**src/rtl/mips_mc_controller_if.sv**
```systemverilog
// Control bundle between the multicycle MIPS controller and its datapath.
// The controller (master) reads instruction fields and zero, and drives every control line.
interface mips_mc_controller_if #(
  parameter int OP_W = 6
);
  logic [OP_W-1:0] op;
  logic [OP_W-1:0] funct;
  logic            zero;
  logic            pcen;
  logic            memwrite;
  logic            irwrite;
  logic            regwrite;
  logic            iord;
  logic            alusrca;
  logic [1:0]      alusrcb;
  logic [1:0]      pcsrc;
  logic            memtoreg;
  logic            regdst;
  logic [2:0]      alucontrol;
  logic            sign_extend_enb;
  logic            done;
  logic            illegal;

  modport master (
    input  op, funct, zero,
    output pcen, memwrite, irwrite, regwrite, iord, alusrca, alusrcb, pcsrc,
           memtoreg, regdst, alucontrol, sign_extend_enb, done, illegal
  );

  modport slave (
    output op, funct, zero,
    input  pcen, memwrite, irwrite, regwrite, iord, alusrca, alusrcb, pcsrc,
           memtoreg, regdst, alucontrol, sign_extend_enb, done, illegal
  );
endinterface

```
**src/rtl/mips_mc_controller.sv**
```systemverilog
// Moore control FSM for the multicycle MIPS datapath: lw/sw, R-type, beq/bne, addi, ori, j.
// Outputs decode from the state; only pcen in BRANCH also looks at op and zero.
module mips_mc_controller #(
  parameter logic [3:0] RESET_STATE = 4'd0,
  parameter int         OP_W        = 6
) (
  input  logic                 clk,
  input  logic                 reset,
  mips_mc_controller_if.master bus
);

  typedef enum logic [3:0] {
    FETCH   = 4'd0,  DECODE  = 4'd1,  MEMADR = 4'd2,  MEMRD  = 4'd3,
    MEMWB   = 4'd4,  MEMWR   = 4'd5,  EXECUTE = 4'd6, ALUWB  = 4'd7,
    BRANCH  = 4'd8,  ADDIEX  = 4'd9,  ORIEX  = 4'd10, IMMWB  = 4'd11,
    JUMP    = 4'd12, ILLEGAL = 4'd13
  } state_t;

  localparam logic [OP_W-1:0] OP_RTYPE = 6'b000000;
  localparam logic [OP_W-1:0] OP_LW    = 6'b100011;
  localparam logic [OP_W-1:0] OP_SW    = 6'b101011;
  localparam logic [OP_W-1:0] OP_BEQ   = 6'b000100;
  localparam logic [OP_W-1:0] OP_BNE   = 6'b000101;
  localparam logic [OP_W-1:0] OP_ADDI  = 6'b001000;
  localparam logic [OP_W-1:0] OP_ORI   = 6'b001101;
  localparam logic [OP_W-1:0] OP_J     = 6'b000010;

  // Returns {legal, alucontrol} for an R-type funct field.
  function automatic logic [3:0] alu_decode(input logic [OP_W-1:0] f);
    case (f)
      6'b100000: alu_decode = 4'b1_010;
      6'b100010: alu_decode = 4'b1_110;
      6'b100100: alu_decode = 4'b1_000;
      6'b100101: alu_decode = 4'b1_001;
      6'b101010: alu_decode = 4'b1_111;
      default:   alu_decode = 4'b0_000;
    endcase
  endfunction

  state_t     state_r;
  state_t     next_state_s;
  state_t     out_state_s;
  logic [3:0] alu_dec_s;

  assign alu_dec_s = alu_decode(bus.funct);

  // State register; reset wins over every transition.
  always_ff @(posedge clk) begin
    if (reset) begin
      state_r <= state_t'(RESET_STATE);
    end else begin
      state_r <= next_state_s;
    end
  end

  // Next-state and output decode.
  always_comb begin
    next_state_s        = FETCH;
    bus.pcen            = 1'b0;
    bus.memwrite        = 1'b0;
    bus.irwrite         = 1'b0;
    bus.regwrite        = 1'b0;
    bus.iord            = 1'b0;
    bus.alusrca         = 1'b0;
    bus.alusrcb         = 2'b00;
    bus.pcsrc           = 2'b00;
    bus.memtoreg        = 1'b0;
    bus.regdst          = 1'b0;
    bus.alucontrol      = 3'b000;
    bus.sign_extend_enb = 1'b1;
    bus.done            = 1'b0;
    bus.illegal         = 1'b0;

    // During reset the datapath sees FETCH steering with every enable held low.
    if (reset) begin
      out_state_s = FETCH;
    end else begin
      out_state_s = state_r;
    end

    case (state_r)
      FETCH:   next_state_s = DECODE;
      DECODE: begin
        case (bus.op)
          OP_LW, OP_SW:   next_state_s = MEMADR;
          OP_RTYPE: begin
            if (alu_dec_s[3]) begin
              next_state_s = EXECUTE;
            end else begin
              next_state_s = ILLEGAL;
            end
          end
          OP_BEQ, OP_BNE: next_state_s = BRANCH;
          OP_ADDI:        next_state_s = ADDIEX;
          OP_ORI:         next_state_s = ORIEX;
          OP_J:           next_state_s = JUMP;
          default:        next_state_s = ILLEGAL;
        endcase
      end
      MEMADR: begin
        if (bus.op == OP_SW) begin
          next_state_s = MEMWR;
        end else begin
          next_state_s = MEMRD;
        end
      end
      MEMRD:   next_state_s = MEMWB;
      EXECUTE: next_state_s = ALUWB;
      ADDIEX:  next_state_s = IMMWB;
      ORIEX:   next_state_s = IMMWB;
      ILLEGAL: next_state_s = ILLEGAL;
      default: next_state_s = FETCH;
    endcase

    case (out_state_s)
      FETCH: begin
        bus.alusrcb = 2'b01; bus.alucontrol = 3'b010;
        bus.irwrite = 1'b1;  bus.pcen = 1'b1;
      end
      DECODE: begin
        bus.alusrcb = 2'b11; bus.alucontrol = 3'b010;
      end
      MEMADR, ADDIEX: begin
        bus.alusrca = 1'b1; bus.alusrcb = 2'b10; bus.alucontrol = 3'b010;
      end
      MEMRD: bus.iord = 1'b1;
      MEMWB: begin
        bus.memtoreg = 1'b1; bus.regwrite = 1'b1; bus.done = 1'b1;
      end
      MEMWR: begin
        bus.iord = 1'b1; bus.memwrite = 1'b1; bus.done = 1'b1;
      end
      EXECUTE: begin
        bus.alusrca = 1'b1; bus.alucontrol = alu_dec_s[2:0];
      end
      ALUWB: begin
        bus.regdst = 1'b1; bus.regwrite = 1'b1; bus.done = 1'b1;
      end
      BRANCH: begin
        bus.alusrca = 1'b1; bus.alucontrol = 3'b110;
        bus.pcsrc   = 2'b01; bus.done = 1'b1;
        if (bus.op == OP_BNE) begin
          bus.pcen = ~bus.zero;
        end else begin
          bus.pcen = bus.zero;
        end
      end
      ORIEX: begin
        bus.alusrca = 1'b1; bus.alusrcb = 2'b10; bus.alucontrol = 3'b001;
        bus.sign_extend_enb = 1'b0;
      end
      IMMWB: begin
        bus.regwrite = 1'b1; bus.done = 1'b1;
      end
      JUMP: begin
        bus.pcsrc = 2'b10; bus.pcen = 1'b1; bus.done = 1'b1;
      end
      ILLEGAL: bus.illegal = 1'b1;
      default: bus.illegal = 1'b0;
    endcase

    if (reset) begin
      bus.pcen     = 1'b0;
      bus.memwrite = 1'b0;
      bus.irwrite  = 1'b0;
      bus.regwrite = 1'b0;
      bus.done     = 1'b0;
    end else begin
      bus.illegal = bus.illegal;
    end
  end

endmodule

```
**src/flat_wrapper.sv**
```systemverilog
// flat-port wrapper written by rule: the top's interface ports become plain ports
module mips_mc_controller_flat 
#(
  parameter logic [3:0] RESET_STATE = 4'd0,
  parameter int         OP_W        = 6
)
  (clk, reset, bus_op, bus_funct, bus_zero, bus_pcen, bus_memwrite, bus_irwrite, bus_regwrite, bus_iord, bus_alusrca, bus_alusrcb, bus_pcsrc, bus_memtoreg, bus_regdst, bus_alucontrol, bus_sign_extend_enb, bus_done, bus_illegal);
  mips_mc_controller_if #(.OP_W(OP_W)) bus_i ();
  input  logic clk;
  input  logic reset;
  input wire logic [$bits(bus_i.op)-1:0] bus_op;
  input wire logic [$bits(bus_i.funct)-1:0] bus_funct;
  input wire logic [$bits(bus_i.zero)-1:0] bus_zero;
  output wire logic [$bits(bus_i.pcen)-1:0] bus_pcen;
  output wire logic [$bits(bus_i.memwrite)-1:0] bus_memwrite;
  output wire logic [$bits(bus_i.irwrite)-1:0] bus_irwrite;
  output wire logic [$bits(bus_i.regwrite)-1:0] bus_regwrite;
  output wire logic [$bits(bus_i.iord)-1:0] bus_iord;
  output wire logic [$bits(bus_i.alusrca)-1:0] bus_alusrca;
  output wire logic [$bits(bus_i.alusrcb)-1:0] bus_alusrcb;
  output wire logic [$bits(bus_i.pcsrc)-1:0] bus_pcsrc;
  output wire logic [$bits(bus_i.memtoreg)-1:0] bus_memtoreg;
  output wire logic [$bits(bus_i.regdst)-1:0] bus_regdst;
  output wire logic [$bits(bus_i.alucontrol)-1:0] bus_alucontrol;
  output wire logic [$bits(bus_i.sign_extend_enb)-1:0] bus_sign_extend_enb;
  output wire logic [$bits(bus_i.done)-1:0] bus_done;
  output wire logic [$bits(bus_i.illegal)-1:0] bus_illegal;
  assign bus_i.op = bus_op;
  assign bus_i.funct = bus_funct;
  assign bus_i.zero = bus_zero;
  assign bus_pcen = bus_i.pcen;
  assign bus_memwrite = bus_i.memwrite;
  assign bus_irwrite = bus_i.irwrite;
  assign bus_regwrite = bus_i.regwrite;
  assign bus_iord = bus_i.iord;
  assign bus_alusrca = bus_i.alusrca;
  assign bus_alusrcb = bus_i.alusrcb;
  assign bus_pcsrc = bus_i.pcsrc;
  assign bus_memtoreg = bus_i.memtoreg;
  assign bus_regdst = bus_i.regdst;
  assign bus_alucontrol = bus_i.alucontrol;
  assign bus_sign_extend_enb = bus_i.sign_extend_enb;
  assign bus_done = bus_i.done;
  assign bus_illegal = bus_i.illegal;
  mips_mc_controller #(.RESET_STATE(RESET_STATE), .OP_W(OP_W)) u_core (.clk(clk), .reset(reset), .bus(bus_i));
endmodule
```
**config.mk**
```make
export PLATFORM = sky130hd
export DESIGN_NAME = mips_mc_controller_flat
export DESIGN_NICKNAME = d
export VERILOG_FILES = /design/src/rtl/mips_mc_controller_if.sv /design/src/rtl/mips_mc_controller.sv /design/src/flat_wrapper.sv
export SDC_FILE = /design/constraint.sdc
export NUM_CORES = 1
export LEC_CHECK = 0
export BUFFER_PORTS_ARGS = -buffer_cell sky130_fd_sc_hd__buf_4
export CAP_MARGIN = 20
export CORE_UTILIZATION = 43
export CTS_CLUSTER_DIAMETER = 200
export DETAILED_ROUTE_END_ITERATION = 12
export HOLD_SLACK_MARGIN = 0.02
export PLACE_DENSITY_LB_ADDON = 0.15
export SLEW_MARGIN = 10
export SYNTH_ARGS = -nofsm -noshare
export SYNTH_HDL_FRONTEND = slang
export SYNTH_SLANG_ARGS = --single-unit
```
**constraint.sdc**
```tcl
create_clock -name clk -period 2.8 [get_ports clk]
set_clock_uncertainty 0.2 [all_clocks]
set_input_delay 0.42 -clock clk [delete_from_list [all_inputs] [get_ports clk]]
set_output_delay 0.42 -clock clk [all_outputs]
set_load 0.02 [all_outputs]
```
Yosys cells after proc, flatten, opt, wreduce, memory -nomap -nowiden
Index checks and enable logic that the tools add are counted.
{ "totals": {"register_bits": 4, "in_bits": 15, "output_inout_bits": 18} }
{ "op_classes": {"n_eq_ne": 32, "muxes": 26, "bitwise": 1, "n_reduce_logical": 13} }
{ "ops": {"columns": ["cell", "n"], "rows": [
  ["6-bit == test, second input constant", 7],
  ["4-bit == test, second input constant", 9],
  ["4-bit case mux with 7 select lines", 1],
  ["4-bit case mux with 6 select lines", 1],
  ["4-bit by 3-bit == test with 1-bit output, second input constant", 5],
  ["4-bit case mux with 5 select lines", 1],
  ["4-bit by 2-bit == test with 1-bit output, second input constant", 4],
  ["1-bit 2-to-1 mux", 16],
  ["6-bit by 3-bit == test with 1-bit output, second input constant", 2],
  ["6-bit by 4-bit == test with 1-bit output, second input constant", 2],
  ["3-bit case mux with 4 select lines", 1],
  ["2-bit OR reduction", 5],
  ["4-bit by 1-bit == test with 1-bit output, second input constant", 2],
  ["4-bit logical NOT", 2],
  ["4-bit 2-to-1 mux", 2],
  ["6-bit by 2-bit == test with 1-bit output, second input constant", 1],
  ["6-bit logical NOT", 1],
  ["2-bit case mux with 3 select lines", 1],
  ["3-bit OR reduction", 2],
  ["6-bit OR reduction", 1],
  ["5-bit OR reduction", 1],
  ["2-bit case mux with 2 select lines", 1],
  ["4-bit OR reduction", 1],
  ["3-bit 2-to-1 mux", 1],
  ["other kinds (2)", 2]
]} }

Logic depth before layout (Yosys ltp)
Gate-level depths: netlist (run 1).
{ "logic_depth": {"word_depth": 5, "mapped_depth": 5} }

Least setup slack after synthesis (run 1)
Ideal clock, no wire load.
{ "synth_timing": {"path_type": "register to output", "startpoint": "register u_core.state_r[2]", "endpoint": "output port bus_done", "arrival_time_ps": 1860, "path_slack_ps": 320, "stages_incl_launch_ff": 5, "n_path_buf": 1, "path_cell_list": "dfxtp_1 > clkbuf_1 > nand2_1 > nand2_1 > a2111oi_0"} }
{ "synth_via": {"elab_chain_len": 5} }
{ "synth_rtl": {"columns": ["element", "line_no", "text"], "rows": [
  ["start: declaration", "mips_mc_controller.sv:40", "state_t state_r;"],
  ["start signal: assignment", "mips_mc_controller.sv:50", "state_r <= state_t'(RESET_STATE);"],
  ["start signal: assignment", "mips_mc_controller.sv:52", "state_r <= next_state_s;"],
  ["4-bit 2-to-1 mux *", "mips_mc_controller.sv:75", "if (reset) begin"],
  ["4-bit by 3-bit == test with 1-bit output or 4-bit == test (tied branches)", "mips_mc_controller.sv:115", "case (out_state_s)"],
  ["6-bit OR reduction (no source line) *", null, null],
  ["1-bit 2-to-1 mux *", "mips_mc_controller.sv:115", null],
  ["1-bit 2-to-1 mux *", "mips_mc_controller.sv:162", "if (reset) begin"],
  ["end: declaration", "flat_wrapper.sv:26", "output wire logic [$bits(bus_i.done)-1:0] bus_done;"]
]} }
Every way passes the cells marked *; elsewhere a longest branch is shown, timed or not.

Final worst setup path (run 1)
{ "layout_timing": {"startpoint": "register u_core.state_r[3]", "endpoint": "output port bus_alucontrol[1]"} }
{ "layout_via": {"elab_chain_len": 4} }
{ "layout_rtl": {"columns": ["element", "line_no", "text"], "rows": [
  ["4-bit 2-to-1 mux *", "mips_mc_controller.sv:75", null],
  ["4-bit by 1-bit == test with 1-bit output (tied with other cells)", "mips_mc_controller.sv:115", null],
  ["4-bit OR reduction (no source line)", null, null],
  ["3-bit case mux with 4 select lines *", "mips_mc_controller.sv:115", null],
  ["end: declaration", "flat_wrapper.sv:24", "output wire logic [$bits(bus_i.alucontrol)-1:0] bus_alucontrol;"]
]} }
Marks and branches as above.

==> run_results.csv, run 1 <==
group,metric,value,unit
floorplan,placementRows,13,
drt,route.final.wire_length,1930,um
power_and_ir_drop,ir_drop,0.376,mV
drt,route.antenna.remaining_nets,0,
finish,n_antenna_cell,0,
sta,grt_setup_unrepaired,"no",
yosys,syn-cell-area,637,um^2
finish,multiInputGateArea,527,um^2
floorplan,number_of_top_level_design_ports,33,
global_route,first_global_vias,699,
drt,first_pass_iters,4,
yosys,postSynthAreaPerCell,6.31,um^2
clock_tree,cts_repair_resize_count,0,
global_route,global_route_wire_length_before_repair,2960,um
sta,fin_hold_ws,0.253,ns
global_route,largest_net_degree_at_the_start_of_global_routing,18,
clock_tree,cts_made_buffers,3,
clock_tree,hold_fix_buffers_cts,0,
yosys,synth_top_area_cell,"sky130_fd_sc_hd__dfxtp_1",
setup_path,worstSetupStartpointType,"register",
setup_path,r2r_start,"u_core.state_r[0]$_SDFF_PP0_",
setup_path,worstPathArrival,1.86,ns
setup_path,critical_path_peak_fanout,12,
place,buffers_added_on_ports,32,
sta,min_period,2.48,ns
finish,syn2layout_area_growth,42.4,%
finish,final_net_count,149,
power_and_ir_drop,fin_total_pwr,0.368,mW
status,result_of_the_run,"completed",
global_route,antenna_found_initial,0,
place,dpl.hpwl,1500,um
worst_hold_path,hold-path-endpoint,"u_core.state_r[0]$_SDFF_PP0_",
place,globalplace.congestion,0.873,
sta,slew-limit-headroom,62.6,%
worst_hold_path,hold_path.startpoint,"bus_op[4]",
power_and_ir_drop,cellInternalPower,0.207,mW
finish,mostFrequentLayoutCells,"33 x sky130_fd_sc_hd__buf_4, 14 x sky130_fd_sc_hd__nor2_1, 10 x sky130_fd_sc_hd__nand2_1",
finish,layout_commonest_cell,"sky130_fd_sc_hd__buf_4",
worst_hold_path,timing.hold.worst.class,"input port to register",
global_route,groute.usage.overall,25.6,%
clock_tree,cts_post_setup_buffers_inserted,0,
yosys,synthesis.nets,116,
finish,final.fill_count,133,
sta,slew_violations,0,
finish,largest_reg_flops,4,
power_and_ir_drop,pwr_dens,405,nW/um^2
setup_path,timing.critical_path.required,2.18,ns
yosys,synth.yosys.warnings,0,
sta,layout_worst_path_cycle_share,88.6,%
place,place_inst,144,
setup_path,worst-r2r-setup-slack,1.14,ns
power_and_ir_drop,net-switching-power,0.161,mW
sta,setup_violations,0,
finish,fin_util,68.0,%
floorplan,initial_utilization,47.7,%
finish,register_name_with_the_most_flops,"u_core.state_r",
sta,worst_pin_slew,0.556,ns
clock_tree,insertion_delay,0.23,ns
finish,largest_registers,"u_core.state_r: 4 flops",
sta,setup-tns-final,0,ns
finish,layout-drive-gt1-share,29.5,%
drt,route.detailed.drc,0,
power_and_ir_drop,clock_power_share,18.3,%
power_and_ir_drop,leakagePower,0.369,nW
setup_path,setup.worst_path.end_class,"output pin",
finish,ff_latch_area,80.1,um^2
power_and_ir_drop,netSwitchingFraction,43.8,%
floorplan,coreArea,1330,um^2
power_and_ir_drop,sequentialPowerShare,24.6,%
clock_tree,cts_htree_levels,1,
global_route,grt.overflow.total,0,
floorplan,floorplan.die.width,40.5,um
clock_tree,worst_setup_hold_path_clk_slew,0.03,ns
worst_hold_path,min_path_cells,2,
setup_path,ff2ff_path_depth,3,
sta,achievable-frequency,0.403,GHz
clock_tree,cts_max_path_buffers,2,
yosys,synth_top_area_share,12.6,%
yosys,synth_area_leaders,"sky130_fd_sc_hd__dfxtp_1 13%, sky130_fd_sc_hd__nor2_1 8.3%, sky130_fd_sc_hd__nor3_1 7.1%, sky130_fd_sc_hd__nand2_1 5.9%, sky130_fd_sc_hd__a21oi_1 5.5%",
sta,timing_hold_violations_final,0,
clock_tree,tritoncts_clock_tree,"built",
floorplan,chipHeight,40.5,um
yosys,synth_seq_area_share,12.6,%
drt,wire_per_inst,13.1,um
yosys,synth.lib_cells_used.distinct,34,
drt,via_count,883,
run,max_capacitance_violation_total,0,
drt,initialDrtViolationCount,15,
clock_tree,cts_sinks,4,
drt,vias_per_cell,6.01,
clock_tree,cts_root_buffer_type,"sky130_fd_sc_hd__clkbuf_4",
finish,layout.cells.non_filler,147,
yosys,synth_cells,101,
power_and_ir_drop,pwr-share-comb,57.1,%
setup_path,capture_instance_of_the_worst_register_to_register_path,"u_core.state_r[3]$_SDFF_PP0_",
setup_path,critPathKind,"register to output pin",
floorplan,die-area,1640,um^2
yosys,synth-seq-cells,4,
## kinds of logic after synthesis
family	after synthesis	share of synthesized area (%)
adder cells (fa/ha/maj)	1	1.57
multiplexers	2	3.54
flip-flops	4	12.6
AO/OA/AOI/OAI	28	29.5
AND/OR/NAND/NOR	56	45.4
XOR/XNOR	2	2.75
buffers and inverters	8	4.72
## through the flow
stage	setup WS (ns)	instance area (um^2)
after floorplan	0.320	637
after global placement	0.413	885
after detailed placement	0.382	885
after CTS	0.327	907
after global routing	0.216	907
final	0.318	907
## area by class of cell
type,count,share of cell area [%]
Clock buffer,3,2.48
Inverter,3,1.24
Multi-Input combinational cell,89,58.1
Sequential cell,4,8.83
Tap cell,15,2.07
Timing Repair Buffer,33,27.3
## cell usage after synthesis, drive strengths merged
library cell and instances:
inv 3, or3 4, o22ai 2, mux2 2
o41a 1, dfxtp 4, maj3 1, a21oi 7
o32ai 1, or2b 1, nand3b 2, a2111oi 1
nor4 1, o31a 1, nor2 14, nand2b 5
o211ai 1, nand3 2, and3 1, a2111o 1
or3b 2, o21a 1, o21ai 4, a211oi 4
nor4bb 1, a31oi 3, a21o 1, nor3 9
clkbuf 5, xnor2 2, nor2b 3, and2 1
nand2 10
## power by group through the flow
stage	Combinational, mW	Clock (mW)	Sequential, mW
6_report	0.210	0.0674	0.0906
5_1_grt	0.230	0.0742	0.0919
4_1_cts	0.209	0.0718	0.0885
3_5_place_dp	0.208	0	0.0896
3_3_place_gp	0.205	0	0.0892
2_1_floorplan	0.147	0	0.0722
## worst max path at each step
| stage | from | end | slack (ns) | cells past startpoint |
|---|---|---|---|---|
| after floorplan | u_core.state_r[2]$_SDFF_PP0_ | bus_done | 0.32 | 4 |
| after global placement | bus_op[1] | bus_pcen | 0.41 | 6 |
| after detailed placement | bus_op[1] | bus_pcen | 0.38 | 6 |
| after CTS | u_core.state_r[3]$_SDFF_PP0_ | bus_alucontrol[1] | 0.33 | 5 |
| after global routing | u_core.state_r[3]$_SDFF_PP0_ | bus_alucontrol[1] | 0.22 | 5 |
| final | u_core.state_r[3]$_SDFF_PP0_ | bus_alucontrol[1] | 0.32 | 5 |
## per-layer routing
metal  part of all wire [%]  routed length, um  global-route usage (%)  vias up
met3                    5.3                102                   0.556        0
met4                      0                  0                    5.83        0
met5                      0                  0                       0        -
met1                     44                856                    33.9      414
li1                       -                  -                       -      441
met2                     50                971                    45.2       28
## worst max-delay path, stage by stage, from the launching register on
cell	delay, ns
sky130_fd_sc_hd__dfxtp_1	0.41
sky130_fd_sc_hd__or3b_2	0.56
sky130_fd_sc_hd__nor3_1	0.25
sky130_fd_sc_hd__nand2_1	0.07
sky130_fd_sc_hd__o21ai_0	0.17
sky130_fd_sc_hd__buf_4	0.17
Power figures use the tool's default switching activity.
==> run 2, diff against run 1 <==
--- a/config.mk
+++ b/config.mk
@@ -7,7 +7,10 @@
 export LEC_CHECK = 0
 export BUFFER_PORTS_ARGS = -buffer_cell sky130_fd_sc_hd__buf_4
 export CAP_MARGIN = 20
-export CORE_UTILIZATION = 43
+export CELL_PAD_IN_SITES_DETAIL_PLACEMENT = 0
+export CELL_PAD_IN_SITES_GLOBAL_PLACEMENT = 2
+export CORE_ASPECT_RATIO = 0.7
+export CORE_UTILIZATION = 23
 export CTS_CLUSTER_DIAMETER = 200
 export DETAILED_ROUTE_END_ITERATION = 12
 export HOLD_SLACK_MARGIN = 0.02
==> run_results.csv, run 2 (synthesis gave the netlist of run 1 again) <==
group,metric,value,unit
setup_path,worst-r2r-setup-slack,1.15,ns
clock_tree,cts_made_buffers,3,
finish,final_net_count,150,
setup_path,setup.worst_path.end_class,"output pin",
sta,min_period,2.50,ns
finish,ff_latch_area,80.1,um^2
clock_tree,cts_root_buffer_type,"sky130_fd_sc_hd__clkbuf_8",
sta,layout_worst_path_cycle_share,89.2,%
finish,layout_commonest_cell,"sky130_fd_sc_hd__buf_4",
drt,wire_per_inst,13.3,um
clock_tree,tritoncts_clock_tree,"built",
clock_tree,worst_setup_hold_path_clk_slew,0.03,ns
setup_path,capture_instance_of_the_worst_register_to_register_path,"u_core.state_r[3]$_SDFF_PP0_",
drt,wl_met1,1140,um
floorplan,die-area,2990,um^2
place,buffers_added_on_ports,32,
setup_path,timing.critical_path.buf_inv,1,
place,dpl.hpwl,1730,um
global_route,global_route_wire_length_before_repair,3530,um
sta,postLayoutSetupSlackWorst,0.302,ns
sta,achievable-frequency,0.400,GHz
drt,detailroute.wirelength.met3,156,um
clock_tree,hold_fix_buffers_cts,0,
sta,worst_pin_slew,0.539,ns
sta,slew-limit-headroom,63.7,%
global_route,first_global_vias,756,
clock_tree,cts_repair_resize_count,0,
sta,timing_hold_violations_final,0,
worst_hold_path,timing.hold.worst.class,"input port to register",
run,max_capacitance_violation_total,0,
setup_path,worstSetupStartpointType,"register",
drt,dr.max_layer_used,"met3",
setup_path,critPathKind,"register to output pin",
place,pre_cts_ws,0.369,ns
finish,n_antenna_cell,0,
floorplan,coreArea,2530,um^2
floorplan,number_of_top_level_design_ports,33,
floorplan,chipHeight,46.0,um
setup_path,cp_cell_sequence,"or3b_2, nor3_1, nand2_1, o21ai_0, buf_4",
setup_path,timing.critical_path.required,2.18,ns
sta,fin_hold_ws,0.277,ns
finish,final.fill_count,279,
status,result_of_the_run,"completed",
power_and_ir_drop,pwr_dens,445,nW/um^2
setup_path,critical_path.slowest_cell,"sky130_fd_sc_hd__or3b_2",
drt,route.final.wire_length,2220,um
floorplan,floorplan.die.width,64.9,um
setup_path,timing.critical_path.max_delay_family,"simple AND/OR/NAND/NOR gates",
finish,layout-drive-gt1-share,30.1,%
drt,route.antenna.remaining_nets,0,
setup_path,critical_path.max_stage_delay,0.57,ns
setup_path,ff2ff_path_depth,3,
floorplan,initial_utilization,25.1,%
drt,initialDrtViolationCount,66,
global_route,largest_net_degree_at_the_start_of_global_routing,18,
global_route,grt.overflow.total,0,
finish,largest_registers,"u_core.state_r: 4 flops",
drt,first_pass_iters,4,
finish,fin_util,37.8,%
drt,met2_wl_post_dr,919,um
clock_tree,cts_post_setup_buffers_inserted,0,
setup_path,worstPathArrival,1.88,ns
drt,vias_per_cell,5.20,
sta,setup_violations,0,
floorplan,placementRows,15,
setup_path,cp-endpoint,"bus_alucontrol[1]",
sta,grt_setup_unrepaired,"no",
sta,slew_violations,0,
power_and_ir_drop,leakagePower,0.382,nW
finish,syn2layout_area_growth,50.3,%
sta,setup-tns-final,0,ns
setup_path,cp.depth,5,
drt,via_count,869,
clock_tree,insertion_delay,0.22,ns
setup_path,startpoint,"u_core.state_r[3]$_SDFF_PP0_",
drt,route.detailed.drc,0,
place,globalplace.congestion,0.759,
finish,largest_reg_flops,4,
finish,multiInputGateArea,527,um^2
finish,mostFrequentLayoutCells,"34 x sky130_fd_sc_hd__buf_4, 14 x sky130_fd_sc_hd__nor2_1, 10 x sky130_fd_sc_hd__nand2_1",
worst_hold_path,hold_path.startpoint,"bus_op[4]",
setup_path,r2r_start,"u_core.state_r[0]$_SDFF_PP0_",
power_and_ir_drop,ir_drop,0.466,mV
global_route,groute.usage.overall,15.3,%
finish,register_name_with_the_most_flops,"u_core.state_r",
clock_tree,cts_htree_levels,1,
setup_path,critical_path_peak_fanout,12,
global_route,antenna_found_initial,0,
clock_tree,cts_sinks,4,
clock_tree,cts_max_path_buffers,2,
==> run 2: per-stage QoR <==
step,instance area (um^2),power (mW),instances
2_1_floorplan,637,0.219,101
3_3_place_gp,916,0.308,164
3_5_place_dp,916,0.305,164
4_1_cts,957,0.429,167
5_1_grt,957,0.457,167
6_report,957,0.426,167
==> run 2: report_power, final <==
| part | internal (mW) | switching, mW | leakage (nW) |
|---|---|---|---|
| sequential | 0.0668 | 0.0224 | 0.0330 |
| combinational | 0.0940 | 0.123 | 0.327 |
| clock | 0.0914 | 0.0279 | 0.0216 |
| total | 0.252 | 0.174 | 0.382 |
==> run 2: metal layers <==
metal	vias up	track usage, %
li1	439	-
met1	400	21.7
met2	30	23.5
met3	0	5.25
met4	0	0
met5	-	0
==> run 2: worst min path at each step <==
stage / end / slack (ns) / depth (start not counted)
after floorplan: u_core.state_r[0]$_SDFF_PP0_ / 0.37 / 1
after global placement: u_core.state_r[2]$_SDFF_PP0_ / 0.49 / 2
after detailed placement: u_core.state_r[2]$_SDFF_PP0_ / 0.47 / 2
after CTS: u_core.state_r[0]$_SDFF_PP0_ / 0.27 / 2
after global routing: u_core.state_r[0]$_SDFF_PP0_ / 0.28 / 2
final: u_core.state_r[0]$_SDFF_PP0_ / 0.28 / 2
==> run 2: cell type report <==
type	count	area share, %
clock buffers	3	4.31
well taps	34	4.44
multi-input cells	89	55.0
repair buffers	34	26.7
flip-flops and latches	4	8.37
inverters	3	1.18
==> run 3, diff against run 2 <==
--- a/config.mk
+++ b/config.mk
@@ -10,11 +10,13 @@
 export CELL_PAD_IN_SITES_DETAIL_PLACEMENT = 0
 export CELL_PAD_IN_SITES_GLOBAL_PLACEMENT = 2
 export CORE_ASPECT_RATIO = 0.7
-export CORE_UTILIZATION = 23
+export CORE_UTILIZATION = 24
+export CTS_BUF_LIST = sky130_fd_sc_hd__clkbuf_8
 export CTS_CLUSTER_DIAMETER = 200
 export DETAILED_ROUTE_END_ITERATION = 12
 export HOLD_SLACK_MARGIN = 0.02
 export PLACE_DENSITY_LB_ADDON = 0.15
+export RECOVER_POWER = 25
 export SLEW_MARGIN = 10
 export SYNTH_ARGS = -nofsm -noshare
 export SYNTH_HDL_FRONTEND = slang
==> run_results.csv, run 3 (synthesis gave the netlist of run 1 again) <==
group,metric,value,unit
sta,setup_violations,0,
floorplan,floorplan.die.width,63.6,um
finish,largest_reg_flops,4,
sta,setup-tns-final,0,ns
drt,via_count,866,
clock_tree,tritoncts_clock_tree,"built",
finish,largest_registers,"u_core.state_r: 4 flops",
drt,first_pass_iters,4,
setup_path,ff2ff_path_depth,3,
drt,route.antenna.remaining_nets,0,
setup_path,critical_path.slowest_cell,"sky130_fd_sc_hd__or3b_2",
drt,initialDrtViolationCount,43,
sta,grt_setup_unrepaired,"no",
sta,min_period,2.47,ns
place,globalplace.congestion,0.858,
clock_tree,worst_setup_hold_path_clk_slew,0.03,ns
drt,vias_per_cell,5.19,
drt,wire_per_inst,13.1,um
setup_path,setup.worst_path.end_class,"output pin",
worst_hold_path,min_path_cells,2,
floorplan,placementRows,15,
clock_tree,hold_fix_buffers_cts,0,
setup_path,critical_path_peak_fanout,12,
clock_tree,cts_htree_levels,1,
place,dpl.hpwl,1700,um
worst_hold_path,timing.hold.worst.class,"input port to register",
floorplan,chipHeight,45.1,um
global_route,largest_net_degree_at_the_start_of_global_routing,18,
sta,slew_violations,0,
setup_path,worstSetupStartpointType,"register",
sta,layout_worst_path_cycle_share,88.2,%
status,result_of_the_run,"completed",
setup_path,timing.critical_path.required,2.18,ns
global_route,groute.usage.overall,15.6,%
power_and_ir_drop,ir_drop,0.242,mV
global_route,antenna_found_initial,0,
clock_tree,cts_sinks,4,
power_and_ir_drop,pwr_dens,448,nW/um^2
finish,final_net_count,150,
finish,layout.cells.non_filler,167,
clock_tree,cts_made_buffers,3,
power_and_ir_drop,leakagePower,0.375,nW
setup_path,worstPathArrival,1.85,ns
floorplan,die-area,2870,um^2
setup_path,critical_path.max_stage_delay,0.58,ns
finish,layout-drive-gt1-share,28.6,%
sta,slew-limit-headroom,67.1,%
floorplan,initial_utilization,25.5,%
global_route,first_global_vias,734,
global_route,global_route_wire_length_before_repair,3480,um
global_route,grt.overflow.total,0,
finish,n_antenna_cell,0,
floorplan,number_of_top_level_design_ports,33,
run,max_capacitance_violation_total,0,
clock_tree,cts_repair_resize_count,0,
sta,timing_hold_violations_final,0,
sta,worst_pin_slew,0.489,ns
finish,syn2layout_area_growth,49.1,%
clock_tree,insertion_delay,0.22,ns
finish,register_name_with_the_most_flops,"u_core.state_r",
finish,layout_commonest_cell,"sky130_fd_sc_hd__buf_4",
clock_tree,cts_max_path_buffers,2,
place,place_inst,164,
place,buffers_added_on_ports,32,
drt,route.final.wire_length,2200,um
setup_path,cp_cell_sequence,"or3b_2, nor3_1, nand2_1, o21ai_0, buf_4",
floorplan,coreArea,2500,um^2
sta,achievable-frequency,0.405,GHz
clock_tree,cts_post_setup_buffers_inserted,0,
setup_path,critPathKind,"register to output pin",
finish,mostFrequentLayoutCells,"32 x sky130_fd_sc_hd__buf_4, 14 x sky130_fd_sc_hd__nor2_1, 10 x sky130_fd_sc_hd__nand2_1",
clock_tree,cts_root_buffer_type,"sky130_fd_sc_hd__clkbuf_8",
drt,route.detailed.drc,0,
finish,final.fill_count,283,
==> run 3: changes by cell type in the layout (fill, tap and decap cells not counted), sizes merged <==
cell    previous run  this run
buf               34        32
clkbuf             3         5
==> run 3: path summary, 6_finish.rpt <==
check / startpoint / endpoint / slack [ns]
setup / recovery: u_core.state_r[3]$_SDFF_PP0_ / bus_alucontrol[1] / 0.33
hold / removal: bus_op[4] / u_core.state_r[0]$_SDFF_PP0_ / 0.28
setup reg to reg: u_core.state_r[0]$_SDFF_PP0_ / u_core.state_r[3]$_SDFF_PP0_ / 1.14
hold reg to reg: u_core.state_r[0]$_SDFF_PP0_ / u_core.state_r[2]$_SDFF_PP0_ / 0.47
==> run 3: worst max-delay path, delay by kind of cell, from the launching register on <==
kind            cells  cell delay, ns
buf+inv             1            0.16
flops               1            0.41
compound gates      1            0.15
simple gates        3            0.91
==> run 3: area by class of cell <==
cell class | count | area, um^2 | share of cell area, %
inverters | 3 | 11.3 | 1.19
repair buffers | 34 | 248 | 26.1
flip-flops and latches | 4 | 80.1 | 8.43
multi-input cells | 89 | 527 | 55.5
clock buffers | 3 | 41.3 | 4.35
well taps | 34 | 42.5 | 4.48
==> run 3: routing by layer <==
| layer | wire (um) | GRT usage, % | vias to the layer above |
|---|---|---|---|
| met2 | 939 | 23.6 | 29 |
| met4 | 0 | 0 | 0 |
| met1 | 1130 | 23.3 | 397 |
| met5 | 0 | 0 | - |
| met3 | 127 | 4.29 | 0 |
| li1 | - | - | 440 |
==> run 3: power breakdown <==
| group | leakage (nW) | total, mW | switching, mW | internal (mW) |
|---|---|---|---|---|
| Combinational | 0.320 | 0.217 | 0.125 | 0.0914 |
| Clock | 0.0216 | 0.122 | 0.0305 | 0.0917 |
| Sequential | 0.0330 | 0.0868 | 0.0200 | 0.0668 |
| Total | 0.375 | 0.426 | 0.176 | 0.250 |
==> run 3: stage by stage <==
stage / setup slack (ns) / hold slack [ns] / area [um^2] / utilization, % / power (mW)
global placement: 0.384 / 0.481 / 916 / 36.7 / 0.307
CTS: 0.327 / 0.282 / 957 / 38.3 / 0.432
finish: 0.331 / 0.280 / 950 / 38.0 / 0.426
detailed placement: 0.380 / 0.472 / 916 / 36.7 / 0.307
floorplan: 0.320 / 0.366 / 637 / - / 0.219
global route: 0.251 / 0.302 / 950 / 38.0 / 0.455
